[src/rtl/fir_y_reader.sv]
// fir_y_reader
//   Consumer end of the FIR output stream. After each st pulse it captures
//   up to DEPTH filter outputs (y_out qualified by y_vld) into a small
//   buffer. The operator then steps through the buffer with the sw button,
//   and half_data shows the low or high byte of the selected sample.
//
// Ports
//   clk        system clock, rising edge
//   reset      asynchronous reset, active low
//   st         one-cycle start pulse: clear the buffer, begin a capture
//   y_out      filter output sample, valid when y_vld=1
//   y_vld      one-cycle strobe per output sample
//   sw         raw step button (asynchronous level input)
//   sel        byte select: 0 = y[7:0], 1 = y[15:8]
//   half_data  registered selected byte of mem[idx]
//   idx        current read pointer
//   cnt        number of samples captured (0..DEPTH)
//   full       cnt == DEPTH
//   rd_done    sticky: read pointer has wrapped since the last st
//   busy       high while capturing
//   cksum      running 16-bit sum of captured samples
//              (present only when FIR_RDR_CKSUM_EN is defined)
//
// Optional feature macro: FIR_RDR_CKSUM_EN
module fir_y_reader #(
    parameter int Y_W   = 16,
    parameter int DEPTH = 16,
    parameter int AW    = 4
) (
    input  logic            clk,
    input  logic            reset,
    input  logic            st,
    input  logic [Y_W-1:0]  y_out,
    input  logic            y_vld,
    input  logic            sw,
    input  logic            sel,
    output logic [7:0]      half_data,
    output logic [AW-1:0]   idx,
    output logic [AW:0]     cnt,
    output logic            full,
    output logic            rd_done,
    output logic            busy
`ifdef FIR_RDR_CKSUM_EN
    ,
    output logic [15:0]     cksum
`endif
);

    typedef enum logic [1:0] {
        IDLE    = 2'd0,
        CAPTURE = 2'd1,
        READ    = 2'd2
    } state_t;

    localparam logic [AW:0] CNT_LAST = (AW+1)'(DEPTH - 1);

    state_t          state_q, state_d;
    logic [AW:0]     cnt_q, cnt_d;
    logic [AW-1:0]   idx_q, idx_d;
    logic            full_q, full_d;
    logic            rd_done_q, rd_done_d;
    logic [7:0]      half_data_q, half_data_d;
    logic            sw_s1_q, sw_s2_q, sw_s3_q;
    logic            sw_edge;
    logic            we;
    logic [Y_W-1:0]  rd_word;
    logic [AW:0]     last_idx;

`ifdef FIR_RDR_CKSUM_EN
    logic [15:0]     cksum_q, cksum_d;
`endif

    // Capture buffer; contents are don't-care until written, so no reset.
    logic [Y_W-1:0]  mem [DEPTH];

    always_ff @(posedge clk) begin
        if (we) begin
            mem[cnt_q[AW-1:0]] <= y_out;
        end
    end

    assign rd_word  = mem[idx_q];
    // One rising-edge pulse per press, taken after the two-flop synchronizer.
    assign sw_edge  = sw_s2_q & ~sw_s3_q;
    assign last_idx = cnt_q - 1'b1;

    always_comb begin
        state_d     = state_q;
        cnt_d       = cnt_q;
        idx_d       = idx_q;
        full_d      = full_q;
        rd_done_d   = rd_done_q;
        half_data_d = half_data_q;
        we          = 1'b0;
`ifdef FIR_RDR_CKSUM_EN
        cksum_d     = cksum_q;
`endif

        if (state_q != IDLE) begin
            half_data_d = sel ? rd_word[15:8] : rd_word[7:0];
        end

        // st wins over any y_vld or sw edge in the same cycle.
        if (st) begin
            state_d   = CAPTURE;
            cnt_d     = '0;
            idx_d     = '0;
            rd_done_d = 1'b0;
            full_d    = 1'b0;
`ifdef FIR_RDR_CKSUM_EN
            cksum_d   = '0;
`endif
        end else begin
            case (state_q)
                CAPTURE: begin
                    if (y_vld) begin
                        we    = 1'b1;
                        cnt_d = cnt_q + 1'b1;
                        // While capturing, idx follows the last written slot.
                        idx_d = cnt_q[AW-1:0];
`ifdef FIR_RDR_CKSUM_EN
                        cksum_d = cksum_q + y_out;
`endif
                        if (cnt_q == CNT_LAST) begin
                            full_d  = 1'b1;
                            state_d = READ;
                            idx_d   = '0;
                        end
                    end
                    // Partial capture: a sample arriving with the press is still kept.
                    if (sw_edge && (cnt_q != '0)) begin
                        state_d = READ;
                        idx_d   = '0;
                    end
                end
                READ: begin
                    if (sw_edge) begin
                        if ({1'b0, idx_q} == last_idx) begin
                            idx_d     = '0;
                            rd_done_d = 1'b1;
                        end else begin
                            idx_d = idx_q + 1'b1;
                        end
                    end
                end
                default: begin
                end
            endcase
        end
    end

    always_ff @(posedge clk or negedge reset) begin
        if (!reset) begin
            state_q     <= IDLE;
            cnt_q       <= '0;
            idx_q       <= '0;
            full_q      <= 1'b0;
            rd_done_q   <= 1'b0;
            half_data_q <= '0;
            sw_s1_q     <= 1'b0;
            sw_s2_q     <= 1'b0;
            sw_s3_q     <= 1'b0;
`ifdef FIR_RDR_CKSUM_EN
            cksum_q     <= '0;
`endif
        end else begin
            state_q     <= state_d;
            cnt_q       <= cnt_d;
            idx_q       <= idx_d;
            full_q      <= full_d;
            rd_done_q   <= rd_done_d;
            half_data_q <= half_data_d;
            sw_s1_q     <= sw;
            sw_s2_q     <= sw_s1_q;
            sw_s3_q     <= sw_s2_q;
`ifdef FIR_RDR_CKSUM_EN
            cksum_q     <= cksum_d;
`endif
        end
    end

    assign half_data = half_data_q;
    assign idx       = idx_q;
    assign cnt       = cnt_q;
    assign full      = full_q;
    assign rd_done   = rd_done_q;
    assign busy      = (state_q == CAPTURE);
`ifdef FIR_RDR_CKSUM_EN
    assign cksum     = cksum_q;
`endif

endmodule
[config.mk]
export PLATFORM = sky130hd
export DESIGN_NAME = fir_y_reader
export DESIGN_NICKNAME = d
export VERILOG_FILES = /design/src/rtl/fir_y_reader.sv
export SDC_FILE = /design/constraint.sdc
export NUM_CORES = 1
export LEC_CHECK = 0
export ABC_AREA = 1
export CORE_ASPECT_RATIO = 0.8
export CORE_MARGIN = 1.5
export CORE_UTILIZATION = 65
export DETAILED_ROUTE_END_ITERATION = 6
export GPL_TIMING_DRIVEN = 0
export PLACE_DENSITY_LB_ADDON = 0.12
export SLEW_MARGIN = 40
export SYNTH_ARGS = -nofsm -noshare
export SYNTH_HDL_FRONTEND = slang
export SYNTH_SLANG_ARGS = --single-unit
[constraint.sdc]
create_clock -name clk -period 3.75 [get_ports clk]
set_input_delay 0.5625 -clock clk [delete_from_list [all_inputs] [get_ports clk]]
set_output_delay 0.5625 -clock clk [all_outputs]
set_load 0.005 [all_outputs]
==> results.md <==
* Die Ht at approximately 130 um
* Fin area at 14300 um^2
* Worst Tran Pin Value at 835 ps
* Fin crit share at 0.704
* Top cells by area, synth: edfxtp_1 62%, nand3_1 9.6%, nand2_1 9.0%, inv_1 6.0%, dfrtp_1 4.9%
* Initial DRC count at approximately 1400
* Slew margin rel. at 0.441
* Static leakage at 5.85 nW
* Syn Inst Count at 1178
* Most common cell after layout, fill and taps aside: nand2_1
* DP Wirelength at 21800 um
* Asr flop ratio synth at 0.0857
* Pwr dens at 475 nW/um^2
* Post-Syn Area per Cell at 10.5 um^2
* Status: completed
* Worst-case clock buffer depth at 3
* Crit start category: register
* Hold Vio Cnt, Final at 0
* Fillcell total at 1142
* Final ANT Viol Nets at 0
* Core area at about 18000 um^2
* Worst path arrival time at 2890 ps
* DR pass1 iterations at 5
* Num CTS Buffers at 26
* Crit path time final at 2640 ps
* Number of global-route vias before repair at approximately 8600
* Num rows at 44
* EDFF count, synth at 256
* Post-CTS Hold Buffers at 0
* Largest net degree at the start of global routing at 25
* Vias at 8980
* Synth Warn # at 0
* H-tree depth at 1
* RD Place Congestion at 0.919
* F_max at 379 MHz
* MaxCap Viol Count at 0
* CTS Sinks at 280
* Cell variety after synth at 30
* First-pass GRT wire length at 49400 um
* DRC at 0
* WL/cell at about 21 um
* Area Overhead vs Synth at 15.7%
* Post-CTS Resized at 0
* Num ports at between 40 and 50
* Clk pin slew, worst setup/hold paths at 70 ps
* Most frequent CP cell: nor2_2
* CP max-delay cell: nor3_2
* CP endpoint kind: register
* Cell total after placement at between 1000 and 1500
* Initial Utilization at 0.672
* Via/cell ratio at 5.85
* CP peak stage delay at 600 ps
* Setup Buffers After CTS at 0
* PortBufs at 40
* Setup TNS at 0 ps
* Total global-route track usage at 0.345
* Top_reg_cell synth: edfxtp_1
* Critical path's top delay family: simple AND/OR/NAND/NOR gates
* Final Slew Violations at 0
* HP Class: in -> async
* Cell chain of the critical path: nor2_2, nand2_1, nor2_2, inv_1, nor3_2, buf_2, buf_6
* CTS root buffer: clkbuf_16
* Post-synth top area cell: edfxtp_1
* Final instance count without filler cells at around 1500
* GR peak layer: met2
* Final Setup Violations at 0
* CP required at 4000 ps
* Total grt overflow at 0
* CTS tree: done
* Buffers plus inverters on the worst setup path at 3
* RSZ-0062 raised after global routing: false
* Syn_nets at 1206
* Mapped Area at 12300 um^2
* Initial antenna violation count at 0
* Top cell type's share of synthesized area at 0.624
* CP Class: reg -> reg
* Most frequent cells in the layout: 297 x nand2_1, 256 x edfxtp_1, 236 x nand3_1
* Worst skew pair latency at 550 ps
* Layout net count at 1290
* Die ar. at slightly below 20000 um^2
* Antenna Cells at 0
* Worst Path Max Fanout at 7
* FF+latch count, synth at 280
* Peak supply drop at approximately 0.00037 V
* Hold slack at around 0.99 ps
* Global-route track usage on met2 at 0.534
* M3 GR Usage at 0.0557
* Final WL at 32900 um
* Worst Skew at 15.1 ps
* Met1 Resource Use GR at 0.499
* Sequential fraction of the synthesis area at 0.672
* Area after DPL at 13400 um^2
* Die width at 157 um
* Share of post-route cells with drive strength above 1 at 0.0976
-- registers in the layout, indices dropped and copies added, names as in the netlist --
name,count
rd_done,1
cnt,5
sw_s3_q,1
state_q,2
full,1
half_data,8
idx,4
mem,256
sw_s1_q,1
sw_s2_q,1
-- path summary, 6_finish.rpt --
| kind | endpoint | start | cells after the start | slack (ps) |
|---|---|---|---|---|
| setup reg to reg | mem[15][12] | state_q[1] | 7 | 1110 |
| hold reg to reg | sw_s2_q | sw_s1_q | 0 | 360 |
| hold / removal | state_q[1] | reset | 1 | 1 |
| setup / recovery | mem[15][12] | state_q[1] | 7 | 1110 |
| max in group asynchronous | idx[3] | reset | 1 | 3390 |
| min in group clk | sw_s2_q | sw_s1_q | 0 | 360 |
-- stage by stage --
step | utilization | power [mW] | setup WS, ps
floorplan | - | 3.95 | 1200
global placement | 0.711 | 4.23 | -942
detailed placement | 0.733 | 4.26 | 917
CTS | 0.778 | 6.73 | 1300
global route | 0.778 | 6.92 | 1040
finish | 0.778 | 6.77 | 1110
-- logic make-up after synthesis --
| family | Yosys count | synth area share |
|---|---|---|
| flops | 280 | 0.672 |
| simple gates | 611 | 0.220 |
| buf+inv | 255 | 0.0866 |
| xor+xnor | 6 | 0.00487 |
| fa+ha+maj | 6 | 0.00609 |
| compound gates | 20 | 0.0102 |
-- synthesized netlist by cell type (2+ instances only) --
cell type / instances
nor2_2: 4
or2_2: 7
buf_6: 9
inv_2: 2
xor2_1: 3
xnor2_1: 2
o22ai_1: 2
inv_1: 197
buf_1: 4
a21oi_1: 4
nor2_1: 28
edfxtp_1: 256
o21ai_0: 4
nand3_1: 236
clkbuf_1: 12
or2_1: 33
clkbuf_2: 3
nand2_1: 297
o211ai_1: 8
buf_4: 2
dfrtp_1: 24
nor3_1: 4
ha_1: 6
buf_2: 25
-- final cells by class --
type / instances / area [um^2] / share of cell area
clock buffers: 31 / 669 / 0.0470
well taps: 253 / 317 / 0.0222
clock inverters: 16 / 141 / 0.00992
plain buffers: 55 / 317 / 0.0222
repair buffers: 56 / 687 / 0.0482
inverters: 200 / 751 / 0.0527
flip-flops and latches: 280 / 8290 / 0.581
multi-input cells: 643 / 3090 / 0.217
-- where the power goes --
| part | internal [mW] | leakage (nW) | switching [mW] |
|---|---|---|---|
| Sequential | 3.46 | 2.61 | 0.0302 |
| Clock | 1.41 | 0.395 | 1.13 |
| Combinational | 0.247 | 2.84 | 0.488 |
-- per-layer routing --
metal  wire length, um  up-vias
met5                 0        -
met4              1320        0
met3              4220      110
met2             14900      656
met1             12500     4192
li1                  -     4022
Note: power is estimated with default switching activity, not from simulation.
